==> config.mk <==
export PLATFORM = sky130hd
export DESIGN_NAME = add_float
export DESIGN_NICKNAME = d
export VERILOG_FILES = /design/src/rtl/add_float.sv
export SDC_FILE = /design/constraint.sdc
export NUM_CORES = 1
export LEC_CHECK = 0
export ABC_AREA = 1
export ABC_CLOCK_PERIOD_IN_PS = 4300
export CAP_MARGIN = 10
export CORE_MARGIN = 2
export CORE_UTILIZATION = 59
export DETAILED_ROUTE_END_ITERATION = 12
export PLACE_DENSITY = 0.83
export REMOVE_ABC_BUFFERS = 1
export SYNTH_ARGS = -nofsm -noshare
export SYNTH_HDL_FRONTEND = slang
export SYNTH_SLANG_ARGS = --single-unit
==> constraint.sdc <==
create_clock -name clk -period 4.3 [get_ports clk]
set_input_delay 0.86 -clock clk [delete_from_list [all_inputs] [get_ports clk]]
set_output_delay 0.86 -clock clk [all_outputs]
set_load 0.005 [all_outputs]
==> src/rtl/add_float.sv <==
// add_float: multi-cycle IEEE-754 adder/subtractor with round-to-nearest-even.
// Subnormal operands are flushed to zero; results below the normal range flush to zero.
// Pipeline of states IDLE -> ALIGN -> ADD -> NORM -> ROUND, one state per clock.
module add_float #(
    parameter int FLOAT_WIDTH = 32
) (
    input  logic                   rst_n,
    input  logic                   clk,
    input  logic                   start,
    input  logic                   sub,
    input  logic [FLOAT_WIDTH-1:0] a,
    input  logic [FLOAT_WIDTH-1:0] b,
    output logic [FLOAT_WIDTH-1:0] o,
    output logic                   nan,
    output logic                   overflow,
    output logic                   underflow,
    output logic                   zero,
    output logic                   done
);
    localparam int FW = FLOAT_WIDTH;
    localparam int EW = (FW == 16) ? 5 : (FW == 64) ? 11 : 8;
    localparam int MW = FW - EW - 1;   // stored fraction bits
    localparam int SW = MW + 4;        // hidden + fraction + guard/round/sticky
    localparam int XW = EW + 2;        // signed working exponent, room for carries and underflow
    localparam logic [EW-1:0] EMAX = '1;

    typedef enum logic [2:0] {S_IDLE, S_ALIGN, S_ADD, S_NORM, S_ROUND} state_t;
    typedef enum logic [1:0] {SP_NONE, SP_NAN, SP_INF, SP_ZERO} spc_t;

    state_t state_q, state_d;
    logic   cap;
    logic   done_d;

    // ------------------------------------------------------------------
    // Unpack
    // ------------------------------------------------------------------
    logic          sa, sb;
    logic [EW-1:0] ea, eb;
    logic [MW-1:0] fa, fb;
    logic          a_nan, b_nan, a_inf, b_inf, a_zr, b_zr;
    spc_t          sp_d;
    logic          sps_d;

    assign sa    = a[FW-1];
    assign sb    = b[FW-1] ^ sub;   // effective sign of b
    assign ea    = a[FW-2:MW];
    assign eb    = b[FW-2:MW];
    assign fa    = a[MW-1:0];
    assign fb    = b[MW-1:0];
    assign a_nan = (&ea) & (|fa);
    assign b_nan = (&eb) & (|fb);
    assign a_inf = (&ea) & ~(|fa);
    assign b_inf = (&eb) & ~(|fb);
    assign a_zr  = ~(|ea);          // zero or subnormal, both treated as zero
    assign b_zr  = ~(|eb);

    // Classify operand combinations whose result bypasses the datapath
    always_comb begin
        sp_d  = SP_NONE;
        sps_d = 1'b0;
        if (a_nan || b_nan || (a_inf && b_inf && (sa != sb))) begin
            sp_d = SP_NAN;
        end else if (a_inf || b_inf) begin
            sp_d  = SP_INF;
            sps_d = a_inf ? sa : sb;
        end else if (a_zr && b_zr) begin
            // both zero: negative only when both effective signs are negative
            sp_d  = SP_ZERO;
            sps_d = sa & sb;
        end
    end

    logic          sa_q, sb_q, sps_q;
    logic [EW-1:0] ea_q, eb_q;
    logic [MW:0]   ma_q, mb_q;
    spc_t          sp_q;

    // Capture unpacked operands on the start edge
    always_ff @(posedge clk or negedge rst_n) begin
        if (!rst_n) begin
            sa_q  <= 1'b0;
            sb_q  <= 1'b0;
            ea_q  <= '0;
            eb_q  <= '0;
            ma_q  <= '0;
            mb_q  <= '0;
            sp_q  <= SP_NONE;
            sps_q <= 1'b0;
        end else if (cap) begin
            sa_q  <= sa;
            sb_q  <= sb;
            ea_q  <= ea;
            eb_q  <= eb;
            ma_q  <= a_zr ? '0 : {1'b1, fa};
            mb_q  <= b_zr ? '0 : {1'b1, fb};
            sp_q  <= sp_d;
            sps_q <= sps_d;
        end
    end

    // ------------------------------------------------------------------
    // Align
    // ------------------------------------------------------------------
    logic            a_big, sl;
    logic [EW-1:0]   el, es, dexp, sh;
    logic [MW:0]     ml, msm;
    logic [2*SW-1:0] wide;
    logic [SW-1:0]   ms_al;

    // Order by magnitude, then shift the smaller significand right, folding lost bits into sticky
    always_comb begin
        a_big = {ea_q, ma_q} >= {eb_q, mb_q};
        el    = a_big ? ea_q : eb_q;
        es    = a_big ? eb_q : ea_q;
        ml    = a_big ? ma_q : mb_q;
        msm   = a_big ? mb_q : ma_q;
        sl    = a_big ? sa_q : sb_q;
        dexp  = el - es;
        sh    = (dexp > EW'(SW)) ? EW'(SW) : dexp;
        wide  = {msm, 3'b000, {SW{1'b0}}} >> sh;
        ms_al = {wide[2*SW-1:SW+1], wide[SW] | (|wide[SW-1:0])};
    end

    logic                 sgn_q, esub_q;
    logic signed [XW-1:0] exp_q;
    logic [SW-1:0]        ml_q, ms_q;

    // Register aligned operands
    always_ff @(posedge clk or negedge rst_n) begin
        if (!rst_n) begin
            sgn_q  <= 1'b0;
            esub_q <= 1'b0;
            exp_q  <= '0;
            ml_q   <= '0;
            ms_q   <= '0;
        end else if (state_q == S_ALIGN) begin
            sgn_q  <= sl;
            esub_q <= sa_q ^ sb_q;
            exp_q  <= $signed({2'b00, el});
            ml_q   <= {ml, 3'b000};
            ms_q   <= ms_al;
        end
    end

    // ------------------------------------------------------------------
    // Add / subtract magnitudes (larger first, so the difference is never negative)
    // ------------------------------------------------------------------
    logic [SW:0] sum_q;

    // Register the raw significand sum
    always_ff @(posedge clk or negedge rst_n) begin
        if (!rst_n) begin
            sum_q <= '0;
        end else if (state_q == S_ADD) begin
            sum_q <= esub_q ? ({1'b0, ml_q} - {1'b0, ms_q}) : ({1'b0, ml_q} + {1'b0, ms_q});
        end
    end

    // ------------------------------------------------------------------
    // Normalize
    // ------------------------------------------------------------------
    function automatic logic [7:0] lzc(input logic [SW-1:0] v);
        lzc = 8'(SW);
        for (int i = 0; i < SW; i++) begin
            if (v[i]) lzc = 8'(SW - 1 - i);
        end
    endfunction

    logic [7:0]           lz;
    logic [SW-1:0]        nrm_d;
    logic signed [XW-1:0] nexp_d;

    // Bring the leading one to the hidden-bit position
    always_comb begin
        lz = lzc(sum_q[SW-1:0]);
        if (sum_q[SW]) begin
            nrm_d  = {sum_q[SW:2], sum_q[1] | sum_q[0]};
            nexp_d = exp_q + XW'(1);
        end else begin
            nrm_d  = sum_q[SW-1:0] << lz;
            nexp_d = exp_q - XW'(lz);
        end
    end

    logic [SW-1:0]        nrm_q;
    logic signed [XW-1:0] nexp_q;
    logic                 cz_q;

    // Register normalized significand; cz_q marks exact cancellation
    always_ff @(posedge clk or negedge rst_n) begin
        if (!rst_n) begin
            nrm_q  <= '0;
            nexp_q <= '0;
            cz_q   <= 1'b0;
        end else if (state_q == S_NORM) begin
            nrm_q  <= nrm_d;
            nexp_q <= nexp_d;
            cz_q   <= ~(|sum_q);
        end
    end

    // ------------------------------------------------------------------
    // Round and pack
    // ------------------------------------------------------------------
    logic                 rinc;
    logic [MW+1:0]        mant;
    logic signed [XW-1:0] rexp;
    logic [MW-1:0]        rfrac;
    logic [FW-1:0]        o_d;
    logic                 nan_d, ovf_d, unf_d, zero_d;

    // Round to nearest even, then select special, overflow, underflow or normal packing
    always_comb begin
        rinc   = nrm_q[2] & (nrm_q[3] | nrm_q[1] | nrm_q[0]);
        mant   = {1'b0, nrm_q[SW-1:3]} + (MW+2)'(rinc);
        rexp   = nexp_q;
        rfrac  = mant[MW-1:0];
        if (mant[MW+1]) begin
            rexp  = nexp_q + XW'(1);
            rfrac = mant[MW:1];
        end
        o_d    = '0;
        nan_d  = 1'b0;
        ovf_d  = 1'b0;
        unf_d  = 1'b0;
        zero_d = 1'b0;
        case (sp_q)
            SP_NAN: begin
                o_d   = {1'b0, EMAX, 1'b1, {(MW-1){1'b0}}};
                nan_d = 1'b1;
            end
            SP_INF: begin
                o_d = {sps_q, EMAX, {MW{1'b0}}};
            end
            SP_ZERO: begin
                o_d    = {sps_q, {(FW-1){1'b0}}};
                zero_d = 1'b1;
            end
            default: begin
                if (cz_q) begin
                    o_d    = '0;
                    zero_d = 1'b1;
                end else if (rexp >= $signed({2'b00, EMAX})) begin
                    o_d   = {sgn_q, EMAX, {MW{1'b0}}};
                    ovf_d = 1'b1;
                end else if (rexp <= 0) begin
                    o_d    = {sgn_q, {(FW-1){1'b0}}};
                    unf_d  = 1'b1;
                    zero_d = 1'b1;
                end else begin
                    o_d = {sgn_q, rexp[EW-1:0], rfrac};
                end
            end
        endcase
    end

    // Result and flags update only on the ROUND edge and hold otherwise
    always_ff @(posedge clk or negedge rst_n) begin
        if (!rst_n) begin
            o         <= '0;
            nan       <= 1'b0;
            overflow  <= 1'b0;
            underflow <= 1'b0;
            zero      <= 1'b0;
            done      <= 1'b0;
        end else begin
            done <= done_d;
            if (done_d) begin
                o         <= o_d;
                nan       <= nan_d;
                overflow  <= ovf_d;
                underflow <= unf_d;
                zero      <= zero_d;
            end
        end
    end

    // ------------------------------------------------------------------
    // Control FSM
    // ------------------------------------------------------------------
    // State register
    always_ff @(posedge clk or negedge rst_n) begin
        if (!rst_n) state_q <= S_IDLE;
        else        state_q <= state_d;
    end

    // Next state: fixed walk through the stages, start only honoured in IDLE
    always_comb begin
        state_d = state_q;
        case (state_q)
            S_IDLE:  if (start) state_d = S_ALIGN;
            S_ALIGN: state_d = S_ADD;
            S_ADD:   state_d = S_NORM;
            S_NORM:  state_d = S_ROUND;
            S_ROUND: state_d = S_IDLE;
            default: state_d = S_IDLE;
        endcase
    end

    // Control outputs: operand capture and result commit strobes
    always_comb begin
        cap    = (state_q == S_IDLE) && start;
        done_d = (state_q == S_ROUND);
    end

endmodule

==> impl_metrics.tcl <==
set metrics [dict create \
    synth_ff_type "dfrtp_1" \
    cp_slowest_stage_delay_ns 0.44 \
    final-setup-viol-count 1 \
    synth_edf_count 0 \
    gr-total-overflow 0 \
    async_reset_ff_share_pct 100 \
    route.vias.total 18000 \
    die_y_um 174 \
    fillers 2197 \
    max_freq_mhz 225 \
    track_usage_pct 32.5 \
    hold_class "primary input to asynchronous set/reset pin" \
    violations "setup timing" \
    fin_worst_skew_ns 0.0283 \
    yosysWarnings 0 \
    slowest_stage "dfrtp_1" \
    ys_seq_elements 236 \
    crit_buf_inv 3 \
    insertion_delay_ns 0.55 \
    fin_crit_sh_pct 103 \
    antenna_left 0 \
    start_util_pct 59.7 \
    cpMostUsedCell "nand3_4" \
    clkTransAtPathRegs_ns 0.07 \
    met3_usage_pct 3.83 \
    place_hpwl_mm 37.7 \
    place_ws_ns -0.0303 \
    syn_to_final_growth_pct 23.7 \
    maxCapViolations 0 \
    seq_area_frac_synth_pct 34.6 \
    cts-buffers-inserted 27 \
    drtPass1Iterations 7 \
    final_core_util_pct 73.8 \
    gp_congestion 1.01 \
    synth_cell_types 61 \
    dieArea_mm2 0.0303 \
    fin_crit_ns 4.44 \
    crit_path_start_kind "register" \
    rows 62 \
    gr-max-usage-layer "met2" \
    drt_wl_total_mm 53.7 \
    layout.nets 2735 \
    final_cells 2971 \
    grt_pass1_vias 16300 \
    cts_sinks 236 \
    core_area_mm2 0.0285 \
    finalHoldViolations 0 \
    grt_pass1_wl_mm 80.9 \
    worst_slack_ns -0.137 \
    portBuffers 104 \
    crit_fanout 6 \
    wl_per_cell_um 18.1 \
    syn_inst 2451 \
    io_pins 105 \
    fp.dieW_um 174 \
    via_per_inst 6.07 \
    grt_max_degree 125 \
    drc_errors 0 \
    avgSynthCellArea_um2 6.95 \
    n_antenna_cell 0 \
    first_iter_violations 1899 \
    status "finished with violations" \
    drv_slew 0 \
    drive_above_1_share_pct 14.7 \
    netlist_area_mm2 0.0170 \
    required_ns 4.74 \
    end_kind "register" \
    relSlewSlack_pct 33.6 \
    cts_tree "built" \
    cp.arrival_ns 4.87 \
    clockRootBuffer "clkbuf_16" \
    rsz0062_at_grt "true" \
    critPathKind "register to register" \
    htree_levels 1 \
    placedCellCount 2878 \
    final_cell_mix "nand2_1 (591), o21ai_0 (275), inv_1 (239)" \
    antenna_found_initial 0 \
    layout_commonest_cell "nand2_1" \
    setup_tns_ns -0.137 \
    worst_pin_slew_ns 0.996 \
    grtUsageMet1_pct 42.7 \
    crit_family "simple AND/OR/NAND/NOR gates" \
    cts_buffer_depth 3 \
    grt_use_met2_pct 54.4 \
]
==> layout make-up <==
class                      count  area, um^2  area share (%)
clock buffer                  33         728            3.45
clock inverter                15         198           0.938
inverter                     263         995            4.72
multi-input combinational   1842       10800            51.4
sequential                   236        5910            28.0
tap                          384         480            2.28
timing repair buffer         198        1940            9.20
==> kinds of logic (layout without fill, tap and decap cells) <==
logic type	count (synthesis)	after routing	share of synthesized area [%]
multiplexers	7	7	0.418
buffers and inverters	376	509	8.63
XOR/XNOR	53	53	2.72
flip-flops	236	236	34.6
AND/OR/NAND/NOR	1145	1148	28.9
AO/OA/AOI/OAI	535	535	17.3
adder cells (fa/ha/maj)	99	99	7.36
==> repair_timing <==
item | 4_1_cts | 5_1_grt
gates resized for setup | 1 | 258
setup buffers | 0 | 35
gates cloned | 0 | 9
hold buffers | 0 | 0
pin swaps | 0 | 99
setup endpoints to repair | 1 | 51
hold endpoints to repair | 0 | 0
==> state kept, by name, indices dropped and copies added (netlist names), 10 cells and up <==
register	flops
sum_q	28
ml_q	24
ms_q	27
nexp_q	10
ma_q	24
o	32
nrm_q	27
mb_q	24
==> cells in the mapped netlist, types with 6 or more instances <==
library cell / count / share of area [%]
a21oi_1: 129 / 3.8
a22oi_1: 9 / 0.40
a31oi_1: 14 / 0.51
buf_1: 6 / 0.13
buf_2: 11 / 0.32
clkbuf_1: 88 / 1.9
dfrtp_1: 236 / 35
ha_1: 97 / 7.1
inv_1: 253 / 5.6
inv_2: 7 / 0.15
mux2i_1: 6 / 0.35
nand2_1: 631 / 14
nand2_2: 9 / 0.33
nand3_1: 259 / 7.6
nand4_1: 40 / 1.5
nor2_1: 154 / 3.4
nor3_1: 15 / 0.44
nor4_1: 12 / 0.44
o211ai_1: 12 / 0.53
o21a_1: 6 / 0.26
o21ai_0: 283 / 8.3
o21ai_1: 7 / 0.21
o221ai_1: 9 / 0.46
o22ai_1: 32 / 1.2
o31ai_1: 7 / 0.31
xnor2_1: 10 / 0.51
xor2_1: 43 / 2.2
==> layer usage <==
layer	share of wire, %	vias to the layer above
li1	-	8451
met1	40	8470
met2	48	898
met3	7.2	205
met4	5.3	0
met5	0	-
==> path summary, 6_finish.rpt <==
check	slack, ns	depth (start not counted)	from	endpoint
min	0.39	1	rst_n	sum_q[24]$_DFFE_PN0N_
max	-0.14	30	ma_q[17]$_DFFE_PN0P_	ms_q[0]$_DFFE_PN0P_
min in group clk	0.48	2	overflow$_DFFE_PN0P_	overflow$_DFFE_PN0P_
min reg2reg	0.48	2	overflow$_DFFE_PN0P_	overflow$_DFFE_PN0P_
max in group asynchronous	2.80	2	rst_n	sp_q[0]$_DFFE_PN0P_
max reg2reg	-0.14	30	ma_q[17]$_DFFE_PN0P_	ms_q[0]$_DFFE_PN0P_
==> worst register-to-register path, delay by kind of cell, from the launching register on <==
family / cells / cell delay, ns
DFF: 1 / 0.44
buffers and inverters: 3 / 0.42
AOI/OAI and AO/OA: 4 / 0.61
adders and majority gates: 2 / 0.51
and+or+nand+nor: 21 / 2.37
==> per-stage QoR <==
| step | instance area (um^2) | hold slack [ns] |
|---|---|---|
| 3_5_place_dp | 18500 | 0.472 |
| 2_1_floorplan | 16600 | 0.449 |
| 3_3_place_gp | 18500 | 0.464 |
| 4_1_cts | 19500 | 0.480 |
| 5_1_grt | 21100 | 0.486 |
| 6_report | 21100 | 0.392 |
Power is left out: the tool's default activity adds up to more than one toggle a clock period on the data nets, which glitch-free logic cannot reach.
